<file path="src/rtl/id_ctrl_pkg.sv">
// Shared opcodes, immediate-format encodings and FSM state type for the ID stage.
// The DRAIN state exists only when ID_CSR_SERIALIZE_EN is defined.
package id_ctrl_pkg;

    localparam logic [6:0] OPC_OP_IMM = 7'b0010011;
    localparam logic [6:0] OPC_LOAD   = 7'b0000011;
    localparam logic [6:0] OPC_JALR   = 7'b1100111;
    localparam logic [6:0] OPC_STORE  = 7'b0100011;
    localparam logic [6:0] OPC_BRANCH = 7'b1100011;
    localparam logic [6:0] OPC_JAL    = 7'b1101111;
    localparam logic [6:0] OPC_LUI    = 7'b0110111;
    localparam logic [6:0] OPC_AUIPC  = 7'b0010111;
    localparam logic [6:0] OPC_SYSTEM = 7'b1110011;
    localparam logic [6:0] OPC_OP     = 7'b0110011;

    localparam logic [2:0] IMM_I = 3'b000;
    localparam logic [2:0] IMM_S = 3'b001;
    localparam logic [2:0] IMM_B = 3'b010;
    localparam logic [2:0] IMM_J = 3'b011;
    localparam logic [2:0] IMM_U = 3'b100;
    localparam logic [2:0] IMM_Z = 3'b101;

    localparam logic [31:0] NOP_INSTR = 32'h0000_0013;

`ifdef ID_CSR_SERIALIZE_EN
    typedef enum logic [1:0] {ST_EMPTY, ST_HOLD, ST_STALL, ST_DRAIN} id_state_e;
`else
    typedef enum logic [1:0] {ST_EMPTY, ST_HOLD, ST_STALL} id_state_e;
`endif

endpackage

</file>
<file path="src/rtl/id_stage_ctrl_decode.sv">
// Combinational opcode decode: immediate format, illegal-opcode flag and
// which source registers the instruction reads (for load-use detection).
module id_imm_decode
    import id_ctrl_pkg::*;
(
    input  logic [31:0] instr,
    output logic [2:0]  imm_src,
    output logic        illegal,
    output logic        uses_rs1,
    output logic        uses_rs2
);

    always_comb begin
        imm_src  = IMM_I;
        illegal  = 1'b0;
        uses_rs1 = 1'b0;
        uses_rs2 = 1'b0;
        case (instr[6:0])
            OPC_OP_IMM, OPC_LOAD, OPC_JALR: uses_rs1 = 1'b1;
            OPC_STORE: begin
                imm_src  = IMM_S;
                uses_rs1 = 1'b1;
                uses_rs2 = 1'b1;
            end
            OPC_BRANCH: begin
                imm_src  = IMM_B;
                uses_rs1 = 1'b1;
                uses_rs2 = 1'b1;
            end
            OPC_JAL:             imm_src = IMM_J;
            OPC_LUI, OPC_AUIPC:  imm_src = IMM_U;
            OPC_SYSTEM: begin
                // funct3[2] selects the zimm CSR forms; the others read rs1
                imm_src  = instr[14] ? IMM_Z : IMM_I;
                uses_rs1 = ~instr[14];
            end
            OPC_OP: begin
                uses_rs1 = 1'b1;
                uses_rs2 = 1'b1;
            end
            default: illegal = 1'b1;
        endcase
    end

endmodule

</file>
<file path="src/rtl/id_stage_ctrl.sv">
// ID stage control: one-entry instruction holding register with load-use stall,
// flush and optional CSR serialisation (macro ID_CSR_SERIALIZE_EN).
module id_stage_ctrl
    import id_ctrl_pkg::*;
#(
    parameter int unsigned CSR_DRAIN = 3
) (
    input  logic        clk,
    input  logic        rst_n,
    input  logic        if_valid,
    output logic        if_ready,
    input  logic [31:0] if_instr,
    input  logic [31:0] if_pc,
    input  logic        flush,
    input  logic        ex_is_load,
    input  logic [4:0]  ex_rd,
    output logic        id_valid,
    input  logic        id_ready,
    output logic [31:0] id_instr,
    output logic [31:0] id_pc,
    output logic [2:0]  id_imm_src,
    output logic        id_illegal,
    output logic        id_stall,
    output logic [1:0]  dbg_state
);

    // Handshakes: a transfer happens on a cycle where valid && ready are both
    // high; valid never depends on ready, and once id_valid is raised the
    // instruction stays stable until accepted or flushed.

    if (CSR_DRAIN < 1 || CSR_DRAIN > 15) begin : g_bad_drain
        $error("CSR_DRAIN must be in 1..15");
    end

    id_state_e   state_q, state_d;
    logic        capture, hazard;
    logic [2:0]  dec_imm_src;
    logic        dec_illegal, dec_uses_rs1, dec_uses_rs2;
    logic        uses_rs1_q, uses_rs2_q;

    // Decode the offered word so the flags are registered alongside it
    id_imm_decode u_decode (
        .instr    (if_instr),
        .imm_src  (dec_imm_src),
        .illegal  (dec_illegal),
        .uses_rs1 (dec_uses_rs1),
        .uses_rs2 (dec_uses_rs2)
    );

    assign hazard = (state_q == ST_HOLD) && ex_is_load && (ex_rd != 5'd0) &&
                    ((uses_rs1_q && (ex_rd == id_instr[19:15])) ||
                     (uses_rs2_q && (ex_rd == id_instr[24:20])));

    assign dbg_state = state_q;

`ifdef ID_CSR_SERIALIZE_EN
    localparam logic [3:0] DRAIN_LOAD = 4'(CSR_DRAIN);
    logic [3:0] drain_cnt_q;

    always_ff @(posedge clk or negedge rst_n) begin
        if (!rst_n) begin
            drain_cnt_q <= 4'd0;
        end else if (flush) begin
            drain_cnt_q <= 4'd0;
        end else if (capture && (if_instr[6:0] == OPC_SYSTEM)) begin
            drain_cnt_q <= DRAIN_LOAD;
        end else if ((state_q == ST_DRAIN) && (drain_cnt_q != 4'd0)) begin
            drain_cnt_q <= drain_cnt_q - 4'd1;
        end
    end
`endif

    always_comb begin
        state_d  = state_q;
        id_valid = 1'b0;
        id_stall = 1'b0;
        if_ready = 1'b0;
        capture  = 1'b0;
        case (state_q)
            ST_EMPTY: if_ready = 1'b1;
            ST_HOLD: begin
                if (hazard) begin
                    id_stall = 1'b1;
                    state_d  = ST_STALL;
                end else begin
                    id_valid = 1'b1;
                    if (id_ready) begin
                        if_ready = 1'b1;
                        state_d  = ST_EMPTY;
                    end
                end
            end
            ST_STALL: begin
                id_stall = 1'b1;
                state_d  = ST_HOLD;
            end
`ifdef ID_CSR_SERIALIZE_EN
            ST_DRAIN: begin
                id_stall = 1'b1;
                if (drain_cnt_q <= 4'd1) state_d = ST_HOLD;
            end
`endif
            default: state_d = ST_EMPTY;
        endcase

        if (if_ready && if_valid) begin
            capture = 1'b1;
`ifdef ID_CSR_SERIALIZE_EN
            state_d = (if_instr[6:0] == OPC_SYSTEM) ? ST_DRAIN : ST_HOLD;
`else
            state_d = ST_HOLD;
`endif
        end

        // Redirect wins over everything, including a same-cycle offer
        if (flush) begin
            if_ready = 1'b0;
            id_valid = 1'b0;
            capture  = 1'b0;
            state_d  = ST_EMPTY;
        end
    end

    always_ff @(posedge clk or negedge rst_n) begin
        if (!rst_n) begin
            state_q    <= ST_EMPTY;
            id_instr   <= NOP_INSTR;
            id_pc      <= 32'd0;
            id_imm_src <= IMM_I;
            id_illegal <= 1'b0;
            uses_rs1_q <= 1'b0;
            uses_rs2_q <= 1'b0;
        end else begin
            state_q <= state_d;
            if (capture) begin
                id_instr   <= if_instr;
                id_pc      <= if_pc;
                id_imm_src <= dec_imm_src;
                id_illegal <= dec_illegal;
                uses_rs1_q <= dec_uses_rs1;
                uses_rs2_q <= dec_uses_rs2;
            end
        end
    end

endmodule

</file>
<file path="config.mk">
export PLATFORM = sky130hd
export DESIGN_NAME = id_stage_ctrl
export DESIGN_NICKNAME = d
export VERILOG_FILES = /design/src/rtl/id_ctrl_pkg.sv /design/src/rtl/id_stage_ctrl_decode.sv /design/src/rtl/id_stage_ctrl.sv
export SDC_FILE = /design/constraint.sdc
export NUM_CORES = 1
export LEC_CHECK = 0
export BUFFER_PORTS_ARGS = -buffer_cell sky130_fd_sc_hd__buf_2
export CAP_MARGIN = 20
export CORE_MARGIN = 2
export CORE_UTILIZATION = 47
export CTS_BUF_LIST = sky130_fd_sc_hd__clkbuf_4 sky130_fd_sc_hd__clkbuf_8 sky130_fd_sc_hd__clkbuf_16
export DETAILED_ROUTE_END_ITERATION = 8
export PLACE_DENSITY = 0.8
export SYNTH_ARGS = -nofsm -noshare
export SYNTH_HDL_FRONTEND = slang
export SYNTH_SLANG_ARGS = --single-unit
</file>
<file path="constraint.sdc">
create_clock -name clk -period 2.8 [get_ports clk]
set_clock_uncertainty 0.2 [all_clocks]
set_input_delay 0.56 -clock clk [delete_from_list [all_inputs] [get_ports clk]]
set_output_delay 0.56 -clock clk [all_outputs]
set_load 0.1 [all_outputs]
</file>
==> flow_summary_export.csv, run 1 <==
group,metric,value,unit
clock_network,cts.sinks,72,
route,vias_per_cell,5.13,
yosys,synth_cells,227,
route,dr_wl_met2,3.52,mm
route,wirelength_met1,2.82,mm
power,p_per_area,1200,nW/um^2
route,wl_met3,464,microns
critical_path,r2r_slack,0.42,ns
yosys,yosysTopAreaCell,"dfrtp_1",
floorplan,dieArea,7560,sq um
final_layout,drive_above_1_share,68.0,%
timing,slew_headroom,42.4,%
yosys,yosysTopAreaCellShare,53.4,%
timing,hold_slack,0.142,ns
floorplan,initial_core_util,48.1,%
clock_network,htreeDepth,3,
global_routing,antenna_found_initial,0,
power,p_leak,2.09,nW
critical_path,worstSetupStartpointType,"input pin",
clock_network,clkTransAtPathRegs,0.08,ns
timing,post-route-min-period,2.73,ns
clock_network,clockBufferDepth,2,
global_routing,grt_max_degree,73,
yosys,post_synth_num_cell_types,39,
clock_network,post_cts_buffers,0,
yosys,synth.most_common_cell,"dfrtp_1",
floorplan,io_pins,148,
yosys,ys_ff_latch,72,
yosys,synth_seq_area_share,55.8,%
global_routing,grt-ovfl-total,0,
yosys,synth_flop_cell,"dfrtp_1",
route,drc,0,
route,drt_iter0_drc,116,
final_layout,nets,462,
power,peakVddDrop,0.777,mV
clock_network,numCtsBuffers,9,
timing,hold_violations,0,
placement,port_buffers,147,
final_layout,diodes,0,
yosys,yosys-top-cells-count,"69 x dfrtp_1, 60 x mux2_2, 10 x mux2_4, 10 x xnor2_1",
timing,finalSetupViolations,0,
floorplan,die_h,86.9,microns
final_layout,syn2layout_area_growth,36.7,%
timing,rsz0062_at_grt,"false",
clock_network,cts-root-buf,"clkbuf_8",
final_layout,nFillCells,513,
timing,fmax,0.367,GHz
clock_network,cts_tree,"done",
critical_path,crit_type,"input pin to output pin",
global_routing,grt_pass1_vias,2459,
yosys,synth-edff-count,0,
floorplan,dieWidth,86.9,microns
yosys,async_flop_share,100,%
timing,drv_slew,0,
job,cap_violations,0,
critical_path,end_kind,"output pin",
route,routed.top_layer,"met4",
yosys,synth.area.top_cells,"dfrtp_1 53%, mux2_2 21%, mux2_4 4.6%",
clock_network,clkLatencyLatePin,0.32,ns
floorplan,rows,30,
placement,dp.final_hpwl,5.24,mm
yosys,synth.avg_cell_area,14.2,sq um
placement,gp_congestion,0.947,
floorplan,core_area,6720,sq um
route,vias,2402,
critical_path,cp_max_fo,4,
route,postRouteAntennaNets,0,
yosys,synth_area,3230,sq um
critical_path,worstPathArrival,1.97,ns
route,routed_wl,6.91,mm
global_routing,grt_pass1_wl,11.2,mm
final_layout,final_util,65.8,%
yosys,yosysWarnings,0,
run_status,outcome,"complete, no violations",
critical_path,required,2.04,ns
yosys,syn_nets,306,
timing,period_share,97.4,%
route,dr.pass1.iters,4,
timing,worst_pin_slew,0.865,ns
route,post_drt_wl_per_cell,14.8,microns
worst_hold_path,hold_class,"input pin to asynchronous set/reset pin",
global_routing,gr-usage-all-layers,18.9,%
-- per-layer routing --
metal,global-route usage [%],vias to the layer above
met5,0,-
met1,23.7,1155
met4,7.39,0
li1,-,1138
met2,31.3,99
met3,4.83,10
-- worst max-delay path: stages --
cell	delay [ns]
buf_2	0.11
or4_4	0.53
o21a_1	0.25
a31oi_2	0.25
nor2b_4	0.05
buf_4	0.23
-- area by class of cell --
| cell class | instances | area [sq um] | area share (%) |
|---|---|---|---|
| well taps | 80 | 100 | 2.27 |
| clock buffers | 12 | 159 | 3.60 |
| inverters | 7 | 26.3 | 0.595 |
| multi-input cells | 137 | 1350 | 30.6 |
| flip-flops and latches | 72 | 1840 | 41.6 |
| clock inverters | 4 | 76.3 | 1.73 |
| repair buffers | 156 | 863 | 19.5 |
-- path summary, 6_finish.rpt --
kind	from	end	cells past startpoint
setup / recovery	ex_rd[0]	id_stall	6
setup reg to reg	dbg_state[0]	id_imm_src[2]	8
max in group asynchronous	rst_n	id_instr[18]	1
hold / removal	rst_n	id_pc[27]	1
hold reg to reg	id_instr[11]	id_instr[11]	1
min in group clk	if_pc[6]	id_pc[6]	2
-- layout by cell type (no fill, tap or decap), drive strengths merged, types with 4 or more instances in the layout --
| master | count |
|---|---|
| inv | 8 |
| clkbuf | 12 |
| nand4 | 4 |
| dfrtp | 69 |
| o22ai | 4 |
| nand2 | 5 |
| ha | 4 |
| buf | 156 |
| nor2 | 5 |
| mux2 | 70 |
| xnor2 | 10 |
-- metrics by stage --
stage	TNS [ns]	instances	power, W	area [sq um]	setup WS, ns
final	0	468	0.00530	4420	0.0717
after global routing	0	468	0.00551	4420	0.00242
after CTS	0	468	0.00535	4410	0.0429
after detailed placement	-0.0180	452	0.00441	4180	-0.0180
after global placement	-0.00628	452	0.00437	4180	-0.00628
after floorplan	-0.0569	227	0.00394	3310	-0.00569
-- logic make-up after synthesis --
kind of cell               count (synthesis)  share of synthesized area [%]
DFF                                       72                           55.8
muxes                                     70                           25.5
and+or+nand+nor                           32                           5.57
AOI/OAI and AO/OA                         20                           4.80
buffers and inverters                     18                           3.72
xor gates and xnor gates                  11                           2.98
adders and majority gates                  4                           1.55
-- sequential cells by signal, indices dropped and copies added (netlist names) --
| name | cells |
|---|---|
| id_pc | 32 |
| id_imm_src | 3 |
| id_illegal | 1 |
| id_instr | 32 |
| uses_rs2_q | 1 |
| uses_rs1_q | 1 |
| dbg_state | 2 |
-- repair_timing --
action                                 in CTS  in global routing
gates resized for setup                     1                  1
setup endpoints to repair                   1                  1
hold buffers                                0                  0
endpoints found under the hold margin       0                  0
-- power breakdown --
part / switching (W) / total, W / internal (W)
combinational: 0.00234 / 0.00288 / 0.000547
clock: 0.000362 / 0.000926 / 0.000564
sequential: 0.000155 / 0.00149 / 0.00134
total: 0.00285 / 0.00530 / 0.00245
Note: power is estimated with default switching activity, not from simulation.
==> run 2: changes to the inputs <==
--- a/config.mk
+++ b/config.mk
@@ -7,11 +7,13 @@
 export LEC_CHECK = 0
 export BUFFER_PORTS_ARGS = -buffer_cell sky130_fd_sc_hd__buf_2
 export CAP_MARGIN = 20
+export CELL_PAD_IN_SITES_DETAIL_PLACEMENT = 0
+export CELL_PAD_IN_SITES_GLOBAL_PLACEMENT = 1
 export CORE_MARGIN = 2
-export CORE_UTILIZATION = 47
+export CORE_UTILIZATION = 36
 export CTS_BUF_LIST = sky130_fd_sc_hd__clkbuf_4 sky130_fd_sc_hd__clkbuf_8 sky130_fd_sc_hd__clkbuf_16
 export DETAILED_ROUTE_END_ITERATION = 8
-export PLACE_DENSITY = 0.8
+export PLACE_DENSITY_LB_ADDON = 0.1
 export SYNTH_ARGS = -nofsm -noshare
 export SYNTH_HDL_FRONTEND = slang
 export SYNTH_SLANG_ARGS = --single-unit
==> run 2 against run 1 <==
Utilization decreased by 14 points. Cell count increased by 6.8%. Total power decreased by 1.3%. Worst setup slack got worse by 0.047 ns.
==> flow_summary_export.csv, run 2 (synthesis results as in run 1) <==
group,metric,value,unit
route,wirelength_met1,3.09,mm
power,total_power,0.00524,W
route,drt_iter0_drc,49,
power,peakVddDrop,0.704,mV
power,seqPwrFrac,28.3,%
placement,post-place-cells,482,
route,post_drt_wl_per_cell,14.4,microns
final_layout,regArea,1840,sq um
placement,gp_congestion,0.739,
final_layout,final_common_cell,"buf_2",
power,p_int,0.00236,W
floorplan,core_area,8720,sq um
power,p_per_area,1170,nW/um^2
worst_hold_path,hp-start,"if_pc[10]",
route,dr.pass1.iters,4,
timing,finalSetupViolations,0,
critical_path,r2r-start,"dbg_state[0]",
timing,setup_tns,0,ns
timing,rsz0062_at_grt,"true",
worst_hold_path,hold_class,"input pin to flop",
route,vias,2379,
timing,drv_slew,0,
final_layout,most-common-layout-cells,"141 x buf_2, 60 x mux2_2, 59 x dfrtp_1, 11 x clkbuf_8",
timing,final.setup.worst_slack,0.0243,ns
route,drc,0,
critical_path,path_cells,"buf_6 > or4_4 > o21a_1 > buf_6 > and2_4 > o22ai_4 > buf_12",
global_routing,grt_pass1_wl,12.0,mm
clock_network,clockBufferDepth,2,
global_routing,antenna_found_initial,0,
timing,fmax,0.360,GHz
timing,worst_pin_slew,0.510,ns
run_status,outcome,"complete, no violations",
global_routing,grt-ovfl-total,0,
route,routed.top_layer,"met4",
final_layout,top_regs,"id_instr (32), id_pc (32), id_imm_src (3)",
clock_network,cts_tree,"done",
critical_path,end_kind,"output pin",
clock_network,numCtsBuffers,9,
final_layout,nFillCells,775,
final_layout,multiInputGateArea,1350,sq um
power,combPwrFrac,55.3,%
floorplan,initial_core_util,37.1,%
clock_network,clkTransAtPathRegs,0.08,ns
critical_path,r2r_slack,0.53,ns
critical_path,worstSetupStartpointType,"input pin",
clock_network,cts.sinks,72,
critical_path,cp_slowest_stage_delay,0.53,ns
clock_network,cts-root-buf,"clkbuf_8",
power,p_leak,2.11,nW
route,vias_per_cell,4.76,
floorplan,rows,34,
final_layout,drive_above_1_share,67.9,%
placement,port_buffers,147,
floorplan,io_pins,148,
global_routing,grt_max_degree,45,
critical_path,required,2.04,ns
critical_path,cp_max_fo,3,
global_routing,gr-usage-all-layers,15.5,%
timing,post-route-min-period,2.78,ns
critical_path,crit_type,"input pin to output pin",
final_layout,diodes,0,
route,postRouteAntennaNets,0,
critical_path,slowest_stage,"or4_4",
floorplan,dieArea,9750,sq um
floorplan,die_h,98.8,microns
clock_network,htreeDepth,3,
power,p_clk_share,16.4,%
critical_path,worstPathArrival,2.02,ns
global_routing,grt_pass1_vias,2473,
job,cap_violations,0,
timing,slew_headroom,66.3,%
placement,dp.final_hpwl,5.40,mm
clock_network,clkLatencyLatePin,0.33,ns
route,dr_wl_met2,3.47,mm
placement,place_ws,0.00765,ns
route,wl_met3,532,microns
final_layout,nets,466,
power,p_sw_share,54.8,%
timing,period_share,99.1,%
critical_path,crit_path_frequent_cell,"buf_6",
floorplan,dieWidth,98.8,microns
final_layout,syn2layout_area_growth,38.7,%
critical_path,startpoint,"ex_rd[2]",
timing,hold_violations,0,
final_layout,fin_cells,500,
final_layout,final_util,51.4,%
route,routed_wl,7.20,mm
power,power.switching,0.00287,W
## run 2: cell types whose count changed in the layout (fill, tap and decap cells not counted), sizes merged
cell	previous run	this run
clkinv	0	1
bufinv	2	1
dlygate4sd3	0	1
clkbuf	12	13
buf	156	158
## run 2: final cells by class
cell class                 instances  share of cell area, %
multi-input combinational        137                   30.1
clock buffer                      12                   3.54
tap                              108                   3.01
clock inverter                     4                   1.14
timing repair buffer             160                   20.6
inverter                           7                  0.586
sequential                        72                   41.0
## run 2: per-layer routing
layer | GRT usage (%) | vias up
li1 | - | 1136
met1 | 19.4 | 1144
met2 | 25.0 | 91
met3 | 6.31 | 8
met4 | 4.00 | 0
met5 | 0 | -
## run 2: path summary, 6_finish.rpt
check / endpoint / cells after the start
worst max register to register: id_pc[16] / 8
max in group asynchronous: id_instr[4] / 3
worst min register to register: id_pc[0] / 1
min in group asynchronous: id_pc[25] / 2
worst min-delay path: id_pc[10] / 2
worst max-delay path: if_ready / 7
## run 2: power groups by stage
stage	Sequential (W)	Combinational (W)	Clock, W
finish	0.00148	0.00289	0.000859
global placement	0.00150	0.00290	0
global route	0.00153	0.00298	0.000945
detailed placement	0.00150	0.00291	0
floorplan	0.00347	0.000468	0
CTS	0.00149	0.00291	0.000892
## run 2: through the flow
step	hold WS, ns	cell area (sq um)
2_1_floorplan	0.0644	3310
3_3_place_gp	0.285	4240
3_5_place_dp	0.290	4240
4_1_cts	0.235	4460
5_1_grt	0.215	4480
6_report	0.252	4480
## run 2: critical path, delay by kind of cell
| family | cells | cell delay (ns) |
|---|---|---|
| buf+inv | 3 | 0.40 |
| compound gates | 2 | 0.35 |
| simple gates | 2 | 0.70 |
## run 2: timing repair
| item | CTS | global route |
|---|---|---|
| buffers inserted | 0 | 1 |
| endpoints found under the setup margin | 0 | 3 |
| hold buffers | 1 | 0 |
| resized for setup | 0 | 5 |
| endpoints found under the hold margin | 26 | 0 |
==> run 3: changes to the inputs <==
--- a/config.mk
+++ b/config.mk
@@ -5,13 +5,14 @@
 export SDC_FILE = /design/constraint.sdc
 export NUM_CORES = 1
 export LEC_CHECK = 0
-export BUFFER_PORTS_ARGS = -buffer_cell sky130_fd_sc_hd__buf_2
+export BUFFER_PORTS_ARGS = -buffer_cell sky130_fd_sc_hd__clkbuf_2
 export CAP_MARGIN = 20
 export CELL_PAD_IN_SITES_DETAIL_PLACEMENT = 0
 export CELL_PAD_IN_SITES_GLOBAL_PLACEMENT = 1
 export CORE_MARGIN = 2
 export CORE_UTILIZATION = 36
 export CTS_BUF_LIST = sky130_fd_sc_hd__clkbuf_4 sky130_fd_sc_hd__clkbuf_8 sky130_fd_sc_hd__clkbuf_16
+export CTS_CLUSTER_DIAMETER = 50
 export DETAILED_ROUTE_END_ITERATION = 8
 export PLACE_DENSITY_LB_ADDON = 0.1
 export SYNTH_ARGS = -nofsm -noshare
==> run 3 against run 2 <==
Worst setup slack better by 0.040 ns. Sequential cell count stayed put. Via count is 0.88% lower. Utilization is 0.072 points lower. Worst hold slack worse by 0.10 ns.
==> flow_summary_export.csv, run 3 (synthesis results as in run 1) <==
group,metric,value,unit
run_status,outcome,"complete, no violations",
critical_path,end_kind,"output pin",
final_layout,diodes,0,
route,vias_per_cell,4.77,
timing,period_share,97.7,%
timing,fmax,0.366,GHz
clock_network,htreeDepth,3,
global_routing,grtUsageMet2,24.2,%
placement,place_area,4210,sq um
critical_path,worstPathArrival,1.98,ns
timing,worst_pin_slew,0.923,ns
route,post_drt_wl_per_cell,14.5,microns
floorplan,dieWidth,98.8,microns
final_layout,nets,460,
final_layout,top_regs,"id_instr (32), id_pc (32), id_imm_src (3)",
clock_network,post_cts_buffers,0,
global_routing,grt-ovfl-total,0,
power,total_power,0.00547,W
global_routing,use_met1,18.5,%
route,routed_wl,7.15,mm
final_layout,nFillCells,796,
job,cap_violations,0,
global_routing,grt_pass1_vias,2407,
clock_network,ctsResizeCount,0,
floorplan,dieArea,9750,sq um
global_routing,top_usage_layer,"met2",
clock_network,clockBufferDepth,2,
critical_path,r2r_slack,0.49,ns
critical_path,crit_type,"input pin to output pin",
floorplan,io_pins,148,
route,dr.pass1.iters,4,
timing,drv_slew,0,
clock_network,numCtsBuffers,9,
critical_path,worstSetupStartpointType,"input pin",
clock_network,cts_tree,"done",
final_layout,fin_area,4480,sq um
floorplan,die_h,98.8,microns
global_routing,antenna_found_initial,0,
timing,slew_headroom,38.4,%
power,p_leak,2.13,nW
timing,post-route-min-period,2.74,ns
placement,port_buffers,147,
placement,dp.final_hpwl,5.30,mm
timing,hold_violations,0,
placement,gp_congestion,0.765,
power,p_per_area,1220,nW/um^2
final_layout,final_common_cell,"clkbuf_2",
clock_network,clkLatencyLatePin,0.33,ns
global_routing,gr-usage-all-layers,14.8,%
clock_network,cts.sinks,72,
critical_path,cp_max_fo,6,
route,drt_iter0_drc,59,
final_layout,syn2layout_area_growth,38.5,%
floorplan,rows,34,
clock_network,cts-root-buf,"clkbuf_8",
power,peakVddDrop,0.655,mV
clock_network,clkTransAtPathRegs,0.08,ns
route,postRouteAntennaNets,0,
clock_network,holdBufCountCts,0,
timing,setup_tns,0,ns
floorplan,initial_core_util,37.1,%
timing,hold_slack,0.147,ns
critical_path,r2r_cells,7,
route,drc,0,
route,vias,2358,
global_routing,met3_usage,5.82,%
final_layout,most-common-layout-cells,"143 x clkbuf_2, 60 x mux2_2, 59 x dfrtp_1, 10 x xnor2_1, 10 x mux2_4",
floorplan,core_area,8720,sq um
global_routing,grt_max_degree,73,
timing,rsz0062_at_grt,"false",
final_layout,drive_above_1_share,67.6,%
global_routing,grt_pass1_wl,11.6,mm
critical_path,required,2.04,ns
worst_hold_path,hold_class,"input pin to asynchronous set/reset pin",
timing,finalSetupViolations,0,
run 3: changes by cell type in the layout (fill, tap and decap cells not counted), sizes merged:
cell,previous run,this run
buf,158,11
bufinv,1,4
clkbuf,13,154
clkinv,1,0
clkinvlp,1,0
dlygate4sd3,1,0
run 3: final cells by class:
type	count	area, sq um	share of cell area, %
Inverter	7	26.3	0.587
Sequential cell	72	1840	41.1
Tap cell	108	135	3.02
Multi-Input combinational cell	137	1350	30.1
Clock buffer	11	139	3.10
Clock inverter	5	129	2.88
Timing Repair Buffer	154	861	19.2
run 3: path summary, 6_finish.rpt:
| kind | startpoint | endpoint |
|---|---|---|
| min in group clk | if_pc[1] | id_pc[1] |
| max in group asynchronous | rst_n | id_instr[20] |
| hold reg to reg | id_instr[30] | id_instr[30] |
| setup reg to reg | dbg_state[1] | id_instr[3] |
| setup / recovery | ex_rd[0] | if_ready |
| hold / removal | rst_n | id_pc[25] |
run 3: where the power goes:
| group | internal (W) | switching [W] |
|---|---|---|
| logic | 0.000534 | 0.00234 |
| clock network | 0.000706 | 0.000396 |
| registers | 0.00134 | 0.000153 |
| total | 0.00258 | 0.00289 |
run 3: worst max-delay path: stages:
cell and delay, ns:
clkbuf_2 0.09, or4_4 0.52, o21a_1 0.27, and2_4 0.21, o22ai_4 0.12, buf_12 0.20
run 3: through the flow:
stage | worst slack (ns) | util (%) | cells
after global placement | 0.0672 | 48.3 | 478
after CTS | 0.0600 | 51.3 | 494
after detailed placement | 0.0624 | 48.3 | 478
final | 0.0647 | 51.3 | 494
after floorplan | -0.00569 | - | 227
after global routing | 0.0124 | 51.3 | 494
run 3: per-layer routing:
layer,vias up,wire [microns]
met5,-,0
met4,0,37
met3,2,563
met2,84,3490
li1,1122,-
met1,1150,3060
